[src/rtl/spi_pkg.sv]
// Shared types and constants for the SPI register-write initiator.
package spi_pkg;

  localparam int SPI_FRAME_W = 16;
  localparam int SPI_ADDR_W  = 7;
  localparam int SPI_DATA_W  = 8;
  localparam int SPI_WR_BIT  = 15;

  typedef enum logic [2:0] {
    ST_IDLE  = 3'd0,
    ST_SETUP = 3'd1,
    ST_SHIFT = 3'd2,
    ST_HOLD  = 3'd3,
    ST_GAP   = 3'd4
  } spi_state_e;

endpackage

[src/rtl/spi_clk_div.sv]
// Half-period counter: emits a one-cycle tick every CLK_DIV enabled cycles.
module spi_clk_div #(
  parameter int CLK_DIV = 8
) (
  input  logic clk,
  input  logic rst_n,
  input  logic en,
  input  logic clr,
  output logic tick
);

  localparam int CW = $clog2(CLK_DIV);
  localparam logic [CW-1:0] LAST = CW'(CLK_DIV - 1);

  logic [CW-1:0] cnt_r;

  assign tick = en && (cnt_r == LAST);

  // Counter restarts on clear and idles at zero while disabled.
  always_ff @(posedge clk or negedge rst_n) begin
    if (!rst_n) begin
      cnt_r <= '0;
    end else if (clr || !en) begin
      cnt_r <= '0;
    end else if (cnt_r == LAST) begin
      cnt_r <= '0;
    end else begin
      cnt_r <= cnt_r + {{(CW-1){1'b0}}, 1'b1};
    end
  end

endmodule

[src/rtl/spi_controller.sv]
// SPI mode-0 register-write initiator (16-bit frame, MSB first).
// Optional read capture on cipo/rdata is enabled by defining SPI_CTRL_CIPO_EN.
module spi_controller
  import spi_pkg::*;
#(
  parameter int CLK_DIV = 8
) (
  input  logic                  clk,
  input  logic                  rst_n,
  input  logic                  req_valid,
  input  logic [SPI_ADDR_W-1:0] req_addr,
  input  logic [SPI_DATA_W-1:0] req_data,
`ifdef SPI_CTRL_CIPO_EN
  input  logic                  cipo,
  output logic [SPI_DATA_W-1:0] rdata,
`endif
  output logic                  req_ready,
  output logic                  done,
  output logic                  cs_n,
  output logic                  sclk,
  output logic                  copi
);

  spi_state_e             state_r, state_s;
  logic [SPI_FRAME_W-1:0] frame_r, frame_s;
  logic [3:0]             bit_cnt_r, bit_cnt_s, bit_nxt_s;
  logic                   cs_n_r, cs_n_s, sclk_r, sclk_s, copi_r, copi_s;
  logic                   done_r, done_s;
  logic                   accept_s, tick_s;

  assign accept_s  = req_valid && (state_r == ST_IDLE);
  assign bit_nxt_s = bit_cnt_r - 4'd1;
  assign req_ready = (state_r == ST_IDLE);
  assign cs_n      = cs_n_r;
  assign sclk      = sclk_r;
  assign copi      = copi_r;
  assign done      = done_r;

  spi_clk_div #(.CLK_DIV(CLK_DIV)) u_clk_div (
    .clk  (clk),
    .rst_n(rst_n),
    .en   (state_r != ST_IDLE),
    .clr  (accept_s),
    .tick (tick_s)
  );

  // State and registered-output update.
  always_ff @(posedge clk or negedge rst_n) begin
    if (!rst_n) begin
      state_r   <= ST_IDLE;
      frame_r   <= '0;
      bit_cnt_r <= 4'd0;
      cs_n_r    <= 1'b1;
      sclk_r    <= 1'b0;
      copi_r    <= 1'b0;
      done_r    <= 1'b0;
    end else begin
      state_r   <= state_s;
      frame_r   <= frame_s;
      bit_cnt_r <= bit_cnt_s;
      cs_n_r    <= cs_n_s;
      sclk_r    <= sclk_s;
      copi_r    <= copi_s;
      done_r    <= done_s;
    end
  end

  // Next-state and next-output logic; everything advances on half-period ticks.
  always_comb begin
    state_s   = state_r;
    frame_s   = frame_r;
    bit_cnt_s = bit_cnt_r;
    cs_n_s    = cs_n_r;
    sclk_s    = sclk_r;
    copi_s    = copi_r;
    done_s    = 1'b0;
    case (state_r)
      ST_IDLE: begin
        if (accept_s) begin
          state_s   = ST_SETUP;
          frame_s   = {1'b1, req_addr, req_data};
          bit_cnt_s = 4'd15;
          cs_n_s    = 1'b0;
          copi_s    = frame_s[SPI_WR_BIT];
        end else begin
          state_s = ST_IDLE;
        end
      end
      ST_SETUP: begin
        if (tick_s) begin
          state_s = ST_SHIFT;
          sclk_s  = 1'b1;
        end else begin
          state_s = ST_SETUP;
        end
      end
      ST_SHIFT: begin
        if (tick_s && sclk_r) begin
          sclk_s = 1'b0;
          if (bit_cnt_r == 4'd0) begin
            copi_s  = 1'b0;
            state_s = ST_HOLD;
          end else begin
            copi_s    = frame_r[bit_nxt_s];
            bit_cnt_s = bit_nxt_s;
          end
        end else if (tick_s) begin
          sclk_s = 1'b1;
        end else begin
          state_s = ST_SHIFT;
        end
      end
      ST_HOLD: begin
        if (tick_s) begin
          state_s = ST_GAP;
          cs_n_s  = 1'b1;
        end else begin
          state_s = ST_HOLD;
        end
      end
      ST_GAP: begin
        if (tick_s) begin
          state_s = ST_IDLE;
          done_s  = 1'b1;
        end else begin
          state_s = ST_GAP;
        end
      end
      default: begin
        state_s = ST_IDLE;
        cs_n_s  = 1'b1;
        sclk_s  = 1'b0;
        copi_s  = 1'b0;
      end
    endcase
  end

`ifdef SPI_CTRL_CIPO_EN
  logic [SPI_FRAME_W-1:0] rx_r;
  logic [SPI_DATA_W-1:0]  rdata_r;

  assign rdata = rdata_r;

  // Sample cipo at the end of each sclk high phase; publish the low byte at frame end.
  always_ff @(posedge clk or negedge rst_n) begin
    if (!rst_n) begin
      rx_r    <= '0;
      rdata_r <= '0;
    end else begin
      if (state_r == ST_SHIFT && tick_s && sclk_r) begin
        rx_r <= {rx_r[SPI_FRAME_W-2:0], cipo};
      end else begin
        rx_r <= rx_r;
      end
      if (state_r == ST_GAP && tick_s) begin
        rdata_r <= rx_r[SPI_DATA_W-1:0];
      end else begin
        rdata_r <= rdata_r;
      end
    end
  end
`endif

endmodule

[config.mk]
export PLATFORM = sky130hd
export DESIGN_NAME = spi_controller
export DESIGN_NICKNAME = d
export VERILOG_FILES = /design/src/rtl/spi_pkg.sv /design/src/rtl/spi_clk_div.sv /design/src/rtl/spi_controller.sv
export SDC_FILE = /design/constraint.sdc
export NUM_CORES = 1
export LEC_CHECK = 0
export CORE_MARGIN = 5
export CORE_UTILIZATION = 56
export CTS_CLUSTER_DIAMETER = 150
export CTS_CLUSTER_SIZE = 25
export DETAILED_ROUTE_END_ITERATION = 16
export HOLD_SLACK_MARGIN = 0.15
export PLACE_DENSITY_LB_ADDON = 0.25
export REMOVE_ABC_BUFFERS = 1
export SLEW_MARGIN = 0
export SYNTH_ARGS = -nofsm -noshare
export SYNTH_HDL_FRONTEND = slang
export SYNTH_SLANG_ARGS = --single-unit
[constraint.sdc]
create_clock -name clk -period 2.9 [get_ports clk]
set_clock_uncertainty 0.1 [all_clocks]
set_input_delay 0.58 -clock clk [delete_from_list [all_inputs] [get_ports clk]]
set_output_delay 0.58 -clock clk [all_outputs]
set_load 0.05 [all_outputs]
==> impl_metrics.toml, run 1 <==
[sta]
slew_headroom_pct = 65.36
period_minus_slack_ns = 2.396
fin_setup_tns_ns = 0
clock.fmax_mhz = 417.3
worst_pin_slew_ns = 0.5180
finalHoldViolCount = 0
drv_slew = 0
fin_crit_sh_pct = 82.64
finalSetupViolCount = 0
rsz0062_at_grt = "false"

[place]
postPlaceCellArea_mm2 = 0.001714
io_buffers = 22
dp_hpwl_mm = 1.999
place_congestion = 0.8409

[global_routing]
antenna_found_initial = 0
grt_overflow = 0
grt_max_degree = 31
groute.usage.overall_pct = 16.86
grt_pass1_wl_mm = 4.567
grt_pass1_vias = 980

[critical_path]
crit_fanout = 13
critPathSlowestCell = "dfrtp_1"
end_kind = "output port"
path_class = "flip-flop to output port"
arrival_ns = 1.72
start_kind = "flip-flop"
crit_chain = "nor3_2, dlymetal6s2s_1"
r2r_cells = 6
critPathRequiredTime_ns = 2.22
max_stage_delay_ns = 0.53

[cts]
clock_path_buffers = 2
path_clk_slew_ns = 0.08
cts_made_buffers = 5
clock-sinks = 30
tritoncts = "built"
cts_max_level = 2
root_buffer = "clkbuf_4"
postCtsSetupBuffers = 0
insertion_delay_ns = 0.33

[pwr]
power.leakage_uw = 0.0007839
vdd_drop_max_mv = 0.5973
power.total_uw = 1657
power.density_mw_per_mm2 = 932.5

[logic_synthesis]
ys_types = 41
synth.top_cell.area_share_pct = 48.86
syn-cell-area_mm2 = 0.001485
synth_area_leaders = "dfrtp_1 49%, mux2_1 11%, mux4_1 7.1%, ha_1 2.5%, mux2i_1 2.0%"
ys_seq_area_share_pct = 50.63
synth_seq_cells = 30
syn_avg_cell_area_um2 = 12.38
synthCells = 120
synth_top_area_cell = "dfrtp_1"
yosysWarningCount = 0

[route]
postRouteAntennaNets = 0
wire_per_inst_um = 15.80
drc = 0
drt_iter0_drc = 35
dr.pass1.iters = 4
viasPerCell = 5.834
wl_mm = 2.765
vias = 1021

[finish]
fin_area_mm2 = 0.001777
fin_nets = 165
syn_to_final_growth_pct = 19.63
drive_above_1_share_pct = 9.655
antenna_cells = 0

[die]
dieWidth_um = 61.50
core_mm2 = 0.002500
ios = 23
die_y_um = 61.50
initial_core_util_pct = 59.41
die_area_mm2 = 0.003782
rows = 18

[min_path]
hold_depth = 1
hold_path.class = "flip-flop to flip-flop"

[outcome]
outcome = "completed"

[flow_run]
drv_cap = 0
per-stage QoR:
stage / hold WS [ns] / setup slack [ns] / utilization, % / cells
3_3_place_gp: 0.3258 / 0.5224 / 68.57 / 167
6_report: 0.3668 / 0.5036 / 71.07 / 175
3_5_place_dp: 0.3526 / 0.4570 / 68.57 / 167
5_1_grt: 0.3878 / 0.3977 / 71.07 / 175
2_1_floorplan: 0.1844 / 0.4616 / - / 113
4_1_cts: 0.3738 / 0.08822 / 70.97 / 175
report_power, final:
| part | total, uW | switching, uW | internal [uW] |
|---|---|---|---|
| clock | 257 | 139 | 117 |
| combinational | 646 | 308 | 337 |
| sequential | 754 | 151 | 603 |
cell type report:
cell class / instances / area [um^2]
flip-flops and latches: 30 / 752.0
fillers: 182 / 723.2
multi-input cells: 78 / 670.6
repair buffers: 24 / 237.7
clock buffers: 7 / 55.05
well taps: 30 / 37.54
inverters: 5 / 18.77
clock inverters: 1 / 5.005
worst max-delay path: cells and delay by family, from the launching register on:
family        cells  cell delay (ns)
buf+inv           1             0.48
simple gates      1             0.39
flops             1             0.53
worst paths after layout:
| check | startpoint | endpoint | slack (ns) |
|---|---|---|---|
| worst max-delay path | state_r[2] | req_ready | 0.50 |
| worst min-delay path | u_clk_div.cnt_r[0] | u_clk_div.cnt_r[0] | 0.37 |
| worst max register to register | bit_cnt_r[0] | copi | 0.76 |
| worst min register to register | u_clk_div.cnt_r[0] | u_clk_div.cnt_r[0] | 0.37 |
| max in group asynchronous | rst_n | cs_n | 1.87 |
| min in group asynchronous | rst_n | done | 0.52 |
cells by family after synthesis:
logic type / count (synthesis) / share of synthesized area, %
AOI/OAI and AO/OA: 18 / 8.425
xor gates and xnor gates: 3 / 1.769
adders and majority gates: 3 / 2.528
buffers and inverters: 12 / 4.212
DFF: 30 / 50.63
muxes: 22 / 20.47
and+or+nand+nor: 32 / 11.96
cell usage after synthesis:
master	count
a2111oi_0	1
a211oi_1	1
a21o_1	1
a21oi_1	5
a221o_1	1
a22oi_1	1
a2bb2oi_1	2
and2_1	1
and3_1	2
and3b_1	1
buf_2	2
buf_4	2
buf_6	1
clkbuf_1	2
dfrtp_1	29
dfstp_2	1
ha_1	3
inv_1	4
inv_2	1
mux2_1	15
mux2i_1	3
mux4_1	4
nand2_1	6
nand2_2	1
nand3_1	1
nand3b_1	1
nor2_1	5
nor2_2	1
nor2b_1	4
nor3_1	4
nor3_2	1
nor3b_1	1
nor4_1	1
o21ai_0	3
o21bai_1	1
o32a_1	1
o32ai_1	1
or2_1	1
or3b_1	1
xnor2_1	1
xor2_1	2
flip-flops by register name, summed over array words and instances, names as in the netlist:
signal	cells
frame_r	16
bit_cnt_r	4
state_r	3
sclk	1
done	1
copi	1
u_clk_div.cnt_r	3
cs_n	1
placed cells by master, fill, tap and decap left out, types with 2 or more instances in the layout:
master / n
o21ai_0: 3
nor3_1: 4
a21oi_1: 5
nand2_1: 6
clkdlybuf4s50_1: 21
a2bb2oi_1: 2
buf_4: 2
dfrtp_1: 29
inv_1: 4
clkbuf_4: 5
mux2i_1: 3
mux4_1: 4
and3_1: 2
nor2b_1: 4
nor2_1: 5
xor2_1: 2
ha_1: 3
mux2_1: 15
per-layer routing:
metal  track usage (%)  routed length, um  up-vias
met5                 0                  0        -
met4             7.273                 46        0
met3             5.031                131        6
met2             24.96               1319       27
met1             22.98               1268      504
li1                  -                  -      484
what timing repair did:
item	4_1_cts	5_1_grt
setup endpoints to repair	0	1
hold buffers	0	0
endpoints found under the hold margin	0	0
resized for setup	0	1
No activity file was read; power rests on OpenSTA's default activity.
==> run 2, diff against run 1 <==
CORE_UTILIZATION = 47   (was 56)
clock period = 2 ns   (was 2.9 ns; I/O delays follow)
==> run 2 against run 1 <==
First-iteration DRC count up 120%. Combinational power up 66%. Design area up 4.8%. Total power up 51%. Wire length up 5.2%. Register-to-register slack worse by 0.64 ns. Largest power group is now combinational logic. Highest routed layer unchanged.
==> impl_metrics.toml, run 2 (same netlist as run 1, synthesis figures left out) <==
[pwr]
switchingPower_uw = 900.0
power.leakage_uw = 0.0008068
p_clk_share_pct = 15.0
switching_share_pct = 35.96
internal_power_uw = 1603
pwr-share-comb_pct = 42.9
vdd_drop_max_mv = 0.6131
power.total_uw = 2503
power.density_mw_per_mm2 = 1344
pwr-share-seq_pct = 42.1

[finish]
drive_above_1_share_pct = 17.22
final_cell_mix = "29 x dfrtp_1, 17 x clkdlybuf4s50_1, 15 x mux2_1"
final_common_cell = "dfrtp_1"
top_regs = "frame_r: 16 flops, bit_cnt_r: 4 flops"
top_register = "frame_r"
syn_to_final_growth_pct = 25.36
fillers = 252
antenna_cells = 0
fin_area_mm2 = 0.001862
utilization_pct = 60.98
fin_nets = 171
largest_register_ffs = 16

[sta]
clock.fmax_mhz = 530.6
finalHoldViolCount = 0
finalSetupViolCount = 0
slew_headroom_pct = 74.95
fin_crit_sh_pct = 94.24
rsz0062_at_grt = "false"
drv_slew = 0
period_minus_slack_ns = 1.885
worst_pin_slew_ns = 0.3663
setup_slack_ns = 0.1152
fin_setup_tns_ns = 0

[route]
wl_met3_um = 176
wire_per_inst_um = 14.92
drc = 0
drt_iter0_drc = 77
dr.pass1.iters = 5
wl_met1_mm = 1.160
top_layer_used = "met4"
vias = 1050
met2_length_mm = 1.528
wl_mm = 2.909
postRouteAntennaNets = 0
viasPerCell = 5.385

[place]
dp_hpwl_mm = 2.153
pre_cts_ws_ns = 0.03324
postPlaceCellArea_mm2 = 0.001789
io_buffers = 22
place_congestion = 0.7669

[critical_path]
reg2reg_slack_ns = 0.12
critPathRequiredTime_ns = 2.11
crit_fanout = 6
end_kind = "flip-flop"
start_kind = "flip-flop"
regToRegEndpoint = "copi"
r2r_cells = 5
arrival_ns = 1.99
r2r_start = "bit_cnt_r[0]"
path_class = "flip-flop to flip-flop"

[outcome]
outcome = "completed"

[die]
ios = 23
dieWidth_um = 66.22
core_mm2 = 0.003053
rows = 20
die_area_mm2 = 0.004384
initial_core_util_pct = 48.65
die_y_um = 66.22

[cts]
cts_made_buffers = 5
path_clk_slew_ns = 0.10
insertion_delay_ns = 0.33
root_buffer = "clkbuf_4"
ctsHoldBuffers = 0
tritoncts = "built"
clock_path_buffers = 2
postCtsSetupBuffers = 0
post_cts_resized = 0
clock-sinks = 30
cts_max_level = 2

[global_routing]
grt_pass1_vias = 1166
grt_max_degree = 31
groute.usage.overall_pct = 15.58
grt_overflow = 0
grt_pass1_wl_mm = 5.126
antenna_found_initial = 0

[min_path]
hold_path.class = "input pin to asynchronous set/reset pin"

[flow_run]
drv_cap = 0
-- run 2: cell types whose count changed in the layout (fill, tap and decap cells not counted) --
cell             delta
ha_1                -1
buf_12              +2
dlymetal6s2s_1      -1
ha_4                +1
buf_4               +9
clkdlybuf4s50_1     -4
-- run 2: worst max path at each step --
stage	start	end	slack, ns	depth (start not counted)
after detailed placement	bit_cnt_r[1]	copi	0.03	6
after global placement	bit_cnt_r[1]	copi	0.08	6
after CTS	bit_cnt_r[1]	copi	0.04	6
final	bit_cnt_r[0]	copi	0.12	5
after floorplan	state_r[2]	frame_r[0]	-0.44	3
after global routing	u_clk_div.cnt_r[0]	bit_cnt_r[2]	0.02	5
-- run 2: power groups by stage --
| stage | sequential [uW] | combinational, uW | clock (uW) |
|---|---|---|---|
| floorplan | 1120 | 629 | 0 |
| global route | 1100 | 1180 | 406 |
| finish | 1050 | 1070 | 376 |
| detailed placement | 1070 | 1060 | 0 |
| global placement | 1040 | 1010 | 0 |
| CTS | 1050 | 1060 | 387 |
-- run 2: worst max-delay path, stage by stage (launching register included) --
cell,delay [ns]
dfrtp_1,0.35
buf_4,0.16
mux4_1,0.59
mux2i_1,0.15
mux2i_1,0.09
a221o_1,0.33
-- run 2: through the flow --
step,hold WS [ns],instances
after floorplan,0.004409,113
after global placement,0.3262,187
after detailed placement,0.3438,187
after CTS,0.3469,195
after global routing,0.3612,195
final,0.3415,195
-- run 2: per-layer routing --
| layer | up-vias | global-route usage, % |
|---|---|---|
| li1 | 496 | - |
| met1 | 514 | 17.30 |
| met2 | 34 | 27.51 |
| met3 | 6 | 5.272 |
| met4 | 0 | 5.330 |
| met5 | - | 0 |
-- run 2: cell type report --
type	count	area, um^2	area share (%)
flip-flops and latches	30	752.0	40.39
multi-input cells	78	683.2	36.69
repair buffers	30	292.8	15.73
clock buffers	7	55.05	2.957
well taps	44	55.05	2.957
inverters	5	18.77	1.008
clock inverters	1	5.005	0.2688
==> run 3, diff against run 2 <==
ABC_AREA = 1   (was default)
CORE_UTILIZATION = 48   (was 47)
==> run 3 against run 2 <==
Sequential power decreased by 4%. Setup slack better by 0.12 ns. Hold slack improved by 0.015 ns. Non-clock buffer count fell by 5. First-iteration DRC count fell by 17%. Total power grew 5.4%. Die area grew 1.7%. Cell count is 35% higher. Critical path depth decreased by 1. Largest power group unchanged. Fmax up 6.6%. Register-to-register slack improved by 0.17 ns.
==> impl_metrics.toml, run 3 <==
[logic_synthesis]
synthAdderAreaFrac_pct = 2.427
synth_edf_count = 0
async_flop_share_pct = 100.0
synth.top_cells.by_count = "75 x nand2_1, 29 x dfrtp_1, 18 x nand3_1"
synth_simple_gate_area_share_pct = 34.30
ys_types = 25
synth.most_common_cell = "nand2_1"
synth_seq_cells = 30
syn-cell-area_mm2 = 0.001546
synth-xor-area-share_pct = 0
muxShareOfSynthArea_pct = 0
synth-main-ff-cell = "dfrtp_1"
synth.top_cell.area_share_pct = 46.93
synth_top_area_cell = "dfrtp_1"
synth-compound-area-share_pct = 7.039
syn_avg_cell_area_um2 = 8.139
synth_area_leaders = "dfrtp_1 47%, nand2_1 18%, nand3_1 5.8%, nand2_4 3.6%, inv_1 3.4%"
synthCells = 190
yosysWarningCount = 0
ys_seq_area_share_pct = 48.62
synth_top_family_by_area = "simple AND/OR/NAND/NOR gates"

[route]
vias = 1263
drc = 0
postRouteAntennaNets = 0
wire_per_inst_um = 11.76
viasPerCell = 4.802
drt_iter0_drc = 64
dr.pass1.iters = 5
wl_mm = 3.094

[flow_run]
drv_cap = 0

[cts]
postCtsSetupBuffers = 0
root_buffer = "clkbuf_4"
cts_made_buffers = 5
clock-sinks = 30
insertion_delay_ns = 0.32
post_cts_resized = 0
cts_max_level = 2
clock_path_buffers = 2
ctsHoldBuffers = 0
path_clk_slew_ns = 0.10
tritoncts = "built"

[finish]
top_register = "frame_r"
final_common_cell = "nand2_1"
final_cell_mix = "75 x nand2_1, 29 x dfrtp_1, 18 x nand3_1"
final_cells = 263
fin_nets = 239
antenna_cells = 0
utilization_pct = 61.42
drive_above_1_share_pct = 16.44
fillers = 280
syn_to_final_growth_pct = 22.25
largest_register_ffs = 16
top_regs = "frame_r: 16 flops, bit_cnt_r: 4 flops"

[critical_path]
r2r_cells = 8
r2r_start = "bit_cnt_r[0]"
regToRegEndpoint = "copi"
arrival_ns = 1.27
critPathSlowestCell = "dfrtp_1"
max_stage_delay_ns = 0.44
end_kind = "output port"
crit_fanout = 5
crit_chain = "inv_2, nand2_4, nor2_4, buf_12"
critPathRequiredTime_ns = 1.50
path_class = "flip-flop to output port"
start_kind = "flip-flop"
reg2reg_slack_ns = 0.29
crit_path_start = "state_r[1]"

[die]
initial_core_util_pct = 50.24
die_y_um = 66.76
die_area_mm2 = 0.004457
core_mm2 = 0.003078
dieWidth_um = 66.76
rows = 20
ios = 23

[global_routing]
grt_pass1_wl_mm = 5.513
grt_max_degree = 31
groute.usage.overall_pct = 16.46
grt_pass1_vias = 1257
antenna_found_initial = 0
grt_overflow = 0

[sta]
finalSetupViolCount = 0
clock.fmax_mhz = 565.7
worst_pin_slew_ns = 0.3872
rsz0062_at_grt = "false"
fin_setup_tns_ns = 0
hold-worst-slack_ns = 0.3563
finalHoldViolCount = 0
slew_headroom_pct = 74.19
period_minus_slack_ns = 1.768
setup_slack_ns = 0.2322
fin_crit_sh_pct = 88.39
drv_slew = 0

[place]
pre_cts_ws_ns = 0.2830
io_buffers = 22
place_congestion = 0.9395
dp.cells = 255
dp_hpwl_mm = 2.303

[pwr]
power.density_mw_per_mm2 = 1395
vdd_drop_max_mv = 0.8402
power.leakage_uw = 0.0009593

[outcome]
outcome = "completed"

[min_path]
hold_path.class = "input pin to asynchronous set/reset pin"
run 3: cell types whose count changed after synthesis, moves of 3 or more:
cell / previous run / this run
mux4_1: 4 / 0
nand2_1: 6 / 75
inv_2: 1 / 7
mux2i_1: 3 / 0
nand3_1: 1 / 18
inv_1: 4 / 14
nand2_4: 0 / 5
nor2_1: 5 / 8
mux2_1: 15 / 0
nor2b_1: 4 / 0
run 3: critical path: cells and delay by family, from the launching register on:
kind	cells	cell delay (ns)
DFF	1	0.44
buffers and inverters	2	0.26
and+or+nand+nor	2	0.25
run 3: cells by family after synthesis:
group	Yosys count
compound gates	16
buf+inv	26
fa+ha+maj	3
simple gates	115
flops	30
run 3: metal layers:
layer	global-route usage, %	vias to the layer above	share of wire, %
li1	-	653	-
met3	5.396	4	4.0
met2	26.73	31	50
met1	20.58	575	45
met5	0	-	0
met4	5.330	0	0.71
run 3: area by class of cell:
class | instances | area [um^2] | area share (%)
timing repair buffer | 25 | 242.7 | 12.84
inverter | 22 | 85.08 | 4.500
tap | 44 | 55.05 | 2.912
multi-input combinational | 134 | 676.9 | 35.80
clock buffer | 8 | 78.83 | 4.169
sequential | 30 | 752.0 | 39.78
run 3: power by group:
group	total, uW	switching [uW]	leakage, uW	internal (uW)
logic	1190	743	0.000558	443
registers	1010	162	0.000357	846
clock network	442	202	0.0000446	240
run 3: stage by stage:
| stage | power, uW | instance area (um^2) |
|---|---|---|
| after floorplan | 1848 | 1514 |
| after global placement | 2163 | 1812 |
| after detailed placement | 2214 | 1812 |
| after CTS | 2667 | 1891 |
| after global routing | 2858 | 1891 |
| final | 2638 | 1891 |
run 3: how the worst max path moves through the flow:
stage	end
final	req_ready
after global routing	req_ready
after CTS	req_ready
after detailed placement	copi
after global placement	copi
after floorplan	bit_cnt_r[1]
